===== config.mk =====
export PLATFORM = sky130hd
export DESIGN_NAME = alu_ctrl
export DESIGN_NICKNAME = d
export VERILOG_FILES = /design/src/rtl/alu_ctrl_pkg.sv /design/src/rtl/alu_ctrl_regfile.sv /design/src/rtl/alu_ctrl.sv
export SDC_FILE = /design/constraint.sdc
export NUM_CORES = 1
export LEC_CHECK = 0
export BUFFER_PORTS_ARGS = -buffer_cell sky130_fd_sc_hd__buf_2
export CAP_MARGIN = 30
export CELL_PAD_IN_SITES_DETAIL_PLACEMENT = 0
export CELL_PAD_IN_SITES_GLOBAL_PLACEMENT = 1
export CORE_ASPECT_RATIO = 1.75
export CORE_MARGIN = 3
export CORE_UTILIZATION = 30
export CTS_BUF_LIST = sky130_fd_sc_hd__clkbuf_8
export DETAILED_ROUTE_END_ITERATION = 10
export PLACE_DENSITY = 0.56
export SYNTH_ARGS = -nofsm -noshare
export SYNTH_HDL_FRONTEND = slang
export SYNTH_HIERARCHICAL = 1
export SYNTH_SLANG_ARGS = --single-unit

===== constraint.sdc =====
create_clock -name clk -period 4.6 [get_ports clk]
set_clock_uncertainty 0.1 [all_clocks]
set_input_delay 0.92 -clock clk [delete_from_list [all_inputs] [get_ports clk]]
set_output_delay 0.92 -clock clk [all_outputs]
set_load 0.02 [all_outputs]

===== src/rtl/alu_ctrl_pkg.sv =====
// Shared widths, opcodes and helpers for the ALU sequencer and its register file.
package alu_ctrl_pkg;

    localparam int DEF_WIDTH     = 16;
    localparam int DEF_OP_WIDTH  = 4;
    localparam int DEF_RAM_WIDTH = 9;
    localparam int NUM_REGS      = 8;

    typedef logic [DEF_OP_WIDTH-1:0] opcode_t;

    localparam opcode_t OP_ADD   = 4'd0;
    localparam opcode_t OP_SUB   = 4'd1;
    localparam opcode_t OP_AND   = 4'd2;
    localparam opcode_t OP_OR    = 4'd3;
    localparam opcode_t OP_XOR   = 4'd4;
    localparam opcode_t OP_LOADI = 4'd5;
    localparam opcode_t OP_LOAD  = 4'd6;
    localparam opcode_t OP_STORE = 4'd7;
    localparam opcode_t OP_NOP   = 4'hF;

    // Codes above STORE, including NOP, are rejected when offered as instructions.
    function automatic logic is_legal_op(input opcode_t op);
        return op <= OP_STORE;
    endfunction

endpackage


===== src/rtl/alu_ctrl_regfile.sv =====
// 8-entry register file: two combinational read ports, a debug read port, one write port.
module alu_ctrl_regfile
    import alu_ctrl_pkg::*;
#(
    parameter int WIDTH = DEF_WIDTH
) (
    input  logic             clk,
    input  logic             rst,
    input  logic             we,
    input  logic [2:0]       waddr,
    input  logic [WIDTH-1:0] wdata,
    input  logic [2:0]       raddr_a,
    input  logic [2:0]       raddr_b,
    input  logic [2:0]       dbg_sel,
    output logic [WIDTH-1:0] rdata_a,
    output logic [WIDTH-1:0] rdata_b,
    output logic [WIDTH-1:0] dbg_data
);

    logic [WIDTH-1:0] regs_q [NUM_REGS];

    // NOTE: this array is built from flops, not a RAM macro, so an async clear of every entry is legal here.
    always_ff @(posedge clk or posedge rst) begin
        if (rst) begin
            for (int i = 0; i < NUM_REGS; i++) regs_q[i] <= '0;
        end else if (we) begin
            regs_q[waddr] <= wdata;
        end
    end

    assign rdata_a  = regs_q[raddr_a];
    assign rdata_b  = regs_q[raddr_b];
    assign dbg_data = regs_q[dbg_sel];

endmodule


===== src/rtl/alu_ctrl.sv =====
// Single-issue sequencer: accepts one instruction, drives the registered ALU, writes back or touches RAM.
module alu_ctrl
    import alu_ctrl_pkg::*;
#(
    parameter int WIDTH     = DEF_WIDTH,
    parameter int OP_WIDTH  = DEF_OP_WIDTH,
    parameter int RAM_WIDTH = DEF_RAM_WIDTH
) (
    input  logic                 clk,
    input  logic                 res,
    input  logic                 inst_valid,
    output logic                 inst_ready,
    input  logic [OP_WIDTH-1:0]  inst_op,
    input  logic [2:0]           inst_rd,
    input  logic [2:0]           inst_rs,
    input  logic [WIDTH-1:0]     inst_imm,
    output logic [OP_WIDTH-1:0]  alu_op,
    output logic [WIDTH-1:0]     alu_l,
    output logic [WIDTH-1:0]     alu_r,
    input  logic [WIDTH-1:0]     alu_o,
    input  logic [RAM_WIDTH-1:0] alu_a,
    output logic                 ram_we,
    output logic [RAM_WIDTH-1:0] ram_addr,
    output logic [WIDTH-1:0]     ram_wdata,
    input  logic [WIDTH-1:0]     ram_rdata,
    output logic                 done,
    output logic                 err,
    input  logic [2:0]           dbg_sel,
    output logic [WIDTH-1:0]     dbg_data
);

    localparam logic [2:0] S_IDLE = 3'd0;
    localparam logic [2:0] S_EXEC = 3'd1;
    localparam logic [2:0] S_WB   = 3'd2;
    localparam logic [2:0] S_MEM  = 3'd3;
    localparam logic [2:0] S_ILL  = 3'd4;

    logic [2:0]          state_q, state_d;
    logic [OP_WIDTH-1:0] op_q, alu_op_q;
    logic [2:0]          rd_q;
    logic [WIDTH-1:0]    alu_l_q, alu_r_q;
    logic [WIDTH-1:0]    issue_l, issue_r;
    logic [WIDTH-1:0]    rd_val, rs_val, rf_wdata;
    logic                done_q, done_d, err_q, err_d;
    logic                accept, legal, in_wb, rf_we;

    assign inst_ready = (state_q == S_IDLE);
    assign accept     = inst_valid & inst_ready;
    assign legal      = is_legal_op(inst_op);
    assign in_wb      = (state_q == S_WB);

    alu_ctrl_regfile #(.WIDTH(WIDTH)) u_regfile (
        .clk      (clk),
        .rst      (res),
        .we       (rf_we),
        .waddr    (rd_q),
        .wdata    (rf_wdata),
        .raddr_a  (inst_rd),
        .raddr_b  (inst_rs),
        .dbg_sel  (dbg_sel),
        .rdata_a  (rd_val),
        .rdata_b  (rs_val),
        .dbg_data (dbg_data)
    );

    // NOTE: every signal assigned here gets a default first, so no path leaves it unassigned and no latch is inferred.
    always_comb begin
        state_d = state_q;
        case (state_q)
            S_IDLE:  if (accept) state_d = legal ? S_EXEC : S_ILL;
            S_EXEC:  state_d = S_WB;
            S_WB:    state_d = (op_q == OP_LOAD) ? S_MEM : S_IDLE;
            default: state_d = S_IDLE;
        endcase
    end

    always_comb begin
        issue_l = rd_val;
        issue_r = rs_val;
        case (inst_op)
            OP_LOADI: begin issue_l = '0;     issue_r = inst_imm; end
            OP_LOAD:  begin issue_l = rs_val; issue_r = '0;       end
            default:  ;
        endcase
    end

    // LOAD retires from MEM with RAM data; STORE never writes a register.
    assign rf_we    = (in_wb && op_q != OP_LOAD && op_q != OP_STORE) || (state_q == S_MEM);
    assign rf_wdata = (state_q == S_MEM) ? ram_rdata : alu_o;
    assign done_d   = (in_wb && op_q != OP_LOAD) || (state_q == S_MEM) || (state_q == S_ILL);
    assign err_d    = (state_q == S_ILL);

    // NOTE: state uses non-blocking assignments so every register samples pre-edge values.
    always_ff @(posedge clk or posedge res) begin
        if (res) begin
            state_q  <= S_IDLE;
            op_q     <= OP_NOP;
            rd_q     <= '0;
            alu_op_q <= OP_NOP;
            alu_l_q  <= '0;
            alu_r_q  <= '0;
            done_q   <= 1'b0;
            err_q    <= 1'b0;
        end else begin
            state_q <= state_d;
            done_q  <= done_d;
            err_q   <= err_d;
            if (accept) begin
                op_q <= inst_op;
                rd_q <= inst_rd;
            end
            if (accept && legal) begin
                alu_op_q <= inst_op;
                alu_l_q  <= issue_l;
                alu_r_q  <= issue_r;
            end else if (state_q == S_EXEC) begin
                alu_op_q <= OP_NOP;
            end
        end
    end

    assign alu_op    = alu_op_q;
    assign alu_l     = alu_l_q;
    assign alu_r     = alu_r_q;
    assign ram_we    = in_wb && (op_q == OP_STORE);
    assign ram_addr  = alu_a;
    assign ram_wdata = alu_o;
    assign done      = done_q;
    assign err       = err_q;

endmodule


==> impl_metrics.yaml <==
timing:
  timing_worst_slew_pin_value_ps: 959
  finalHoldViolations: 0
  layout_min_cycle_time_ps: 3680
  setup-tns-final_ps: 0
  max-slew-margin-rel_pct: 35.8
  layout_worst_path_cycle_share_pct: 80.0
  final_setup_vio_count: 0
  max_freq_ghz: 0.272
  drv_slew: 0
  rsz0062_at_grt: "false"
global_route:
  first_global_vias: 7301
  global_route.overflow_total: 0
  grt_use_total_pct: 16.4
  grt_first_pass_wirelength_um: 47300
  antenna_found_initial: 3
  grt_start_max_net_pins: 64
power_and_ir_drop:
  power.density_cell_area_mw_per_mm2: 565
  worst_ir_drop_vdd_uv: 159
  p_leak_nw: 5.15
critical_path:
  crit_required_ps: 3580
  critical_path.startpoint: "dbg_sel[0]"
  critical_path.max_fanout: 20
  setup.worst_path.end_class: "output port"
  setup.worst_path.class: "in2out"
  crit_path_start_kind: "primary input"
  cp_data_arrival_time_ps: 2660
  r2r_start: "state_q[0]$_DFFE_PP0P_"
cts:
  clock_latency_on_the_worst_skew_pair_ps: 500
  cts_tree: "built"
  cts-buffers-inserted: 17
  post_cts_repair_timing_setup_buffer_count: 0
  clock_transition_time_at_the_flip_flop_clock_pins_of_the_worst_setup_and_hold_paths_ps: 90
  cts.sinks: 176
  htree_num_levels: 4
  cts_root_buf: "sky130_fd_sc_hd__clkbuf_8"
  clock_tree.buffer_depth: 2
  hold_buffers: 0
  cts-resized-gates: 0
floorplan:
  io_pins: 154
  dieHeight_um: 256
  placeableCoreArea_mm2: 0.0353
  placement_rows: 91
  initial_core_util_pct: 30.4
  dieWidth_um: 149
  die-area_mm2: 0.0382
placed_design:
  hpwlAfterDp_um: 20800
  placed_area_mm2: 0.0116
  last_weighted_congestion_value_of_the_routability_driven_placer: 0.740
  io_buffers: 135
  post_place_cells: 1269
drt:
  vias_per_cell: 5.37
  detail_route.wl_per_cell_um: 23.6
  firstDrtPassIters: 4
  drt.antenna.violating_nets: 0
  routed_wirelength_um: 30700
  drtIter0Drc: 627
  detail_route.drc_violations: 0
  vias: 6970
logic_synthesis:
  syn-cell-area_mm2: 0.0107
  synth_top_flop_cell: "sky130_fd_sc_hd__dfrtp_1"
  synth_edf_count: 0
  synthesis.nets: 810
  ys_top_cells_by_area: "sky130_fd_sc_hd__dfrtp_1 39%, sky130_fd_sc_hd__mux2_2 20%, sky130_fd_sc_hd__mux4_1 11%"
  synth.avg_cell_area_um2: 14.6
  postSynthCellCount: 737
  synth_seq_cells: 176
  list_of_most_frequent_post_synthesis_cells: "188 x sky130_fd_sc_hd__mux2_2, 168 x sky130_fd_sc_hd__dfrtp_1, 49 x sky130_fd_sc_hd__mux4_2, 47 x sky130_fd_sc_hd__mux4_1, 35 x sky130_fd_sc_hd__o21ai_0"
  asyncSetResetFlopFracSynth_pct: 100
  synthDominantCellAreaShare_pct: 39.1
  syn_warnings: 6
  synth_sequential_area_ratio_pct: 41.1
  synthDistinctLibCells: 40
  synth_top_area_cell: "sky130_fd_sc_hd__dfrtp_1"
  yosysMostFrequentCell: "sky130_fd_sc_hd__mux2_2"
cells_and_area:
  postLayoutCellArea_mm2: 0.0120
  nNetsFinal: 896
  areaGrowthSynthToFinish_pct: 11.8
  post_route_cells_drive_above_1_share_pct: 55.4
  finish.cell_count_without_fillers: 1299
job:
  max-cap-violations: 0
outcome:
  outcome: "complete, no violations"
min_path:
  timing.hold.worst.class: "in2async"
## sequential cells by signal (all words and copies together), names as in the netlist
name              flops
rd_q                  3
alu_r                16
done                  1
err                   1
u_regfile/regs_q    128
state_q               3
alu_op                4
alu_l                16
op_q                  4
## path summary, 6_finish.rpt
check                                                    to  slack [ps]  cells after the start
setup / recovery                               dbg_data[15]         920                      5
hold / removal             u_regfile/regs_q[16]$_DFFE_PP0P_         280                      2
setup reg to reg           u_regfile/regs_q[53]$_DFFE_PP0P_        1670                      6
hold reg to reg                       alu_op[3]$_DFFE_PP1P_         400                      2
max in group asynchronous  u_regfile/regs_q[56]$_DFFE_PP0P_        3170                      4
min in group clk                      alu_op[3]$_DFFE_PP1P_         400                      2
## layout make-up
| cell class | instances | area, µm² |
|---|---|---|
| Fill cell | 3534 | 23300 |
| Multi-Input combinational cell | 465 | 5630 |
| Sequential cell | 176 | 4410 |
| Timing Repair Buffer | 160 | 953 |
| Tap cell | 465 | 582 |
| Clock buffer | 20 | 275 |
| Clock inverter | 8 | 139 |
| Inverter | 3 | 13.8 |
| Antenna cell | 2 | 5.00 |
## worst max-delay path: stages
cell and delay [ps]:
sky130_fd_sc_hd__buf_2 370, sky130_fd_sc_hd__buf_12 260, sky130_fd_sc_hd__mux4_1 590, sky130_fd_sc_hd__mux2_2 330, sky130_fd_sc_hd__buf_2 170
## per-stage QoR
stage | power (W) | worst slack [ps] | hold WS [ps] | util, %
global route | 0.00721 | 880 | 262 | 34.0
CTS | 0.00685 | 911 | 242 | 34.0
global placement | 0.00558 | 959 | 388 | 32.6
finish | 0.00679 | 921 | 276 | 34.0
detailed placement | 0.00564 | 913 | 390 | 32.9
floorplan | 0.00478 | 167 | 374 | -
## layout by cell type, fill, tap and decap left out, drive strengths merged
cell	netlist	final
nor4bb	2	2
or2	1	1
nand3	3	3
nand4b	3	3
nand2b	2	2
nor4b	1	1
a21oi	33	33
nor3b	3	3
a21o	1	1
and4bb	4	4
o21ai	35	35
bufinv	0	4
inv	3	4
nand4	1	1
clkinv	0	3
and2	1	1
nor2b	1	1
nor3	2	2
xnor2	1	1
clkbuf	17	20
mux4	96	96
mux2	198	198
nor2	6	6
nand2	34	34
and3	2	2
dfrtp	168	168
a31o	1	1
a31oi	33	33
dfstp	8	8
diode	0	2
and2b	1	1
buf	76	160
## layer usage
| layer | share of wire (%) | global-route usage, % |
|---|---|---|
| met2 | 52 | 28.5 |
| met1 | 42 | 21.1 |
| met3 | 4.0 | 2.65 |
| met5 | 0.023 | 0 |
| met4 | 1.8 | 4.58 |
## logic make-up after synthesis
logic type,count (synthesis),share of synthesized area (%)
AO/OA/AOI/OAI,103,5.24
XOR/XNOR,1,0.0816
buffers and inverters,96,6.91
flip-flops,176,41.1
multiplexers,294,42.9
AND/OR/NAND/NOR,67,3.80
## report_power, final
part / switching [W] / leakage (nW) / internal [W]
clock network: 0.000566 / 0.217 / 0.000618
logic: 0.00114 / 2.80 / 0.00153
registers: 0.000668 / 2.13 / 0.00226
Note: power is estimated with default switching activity, not from simulation.
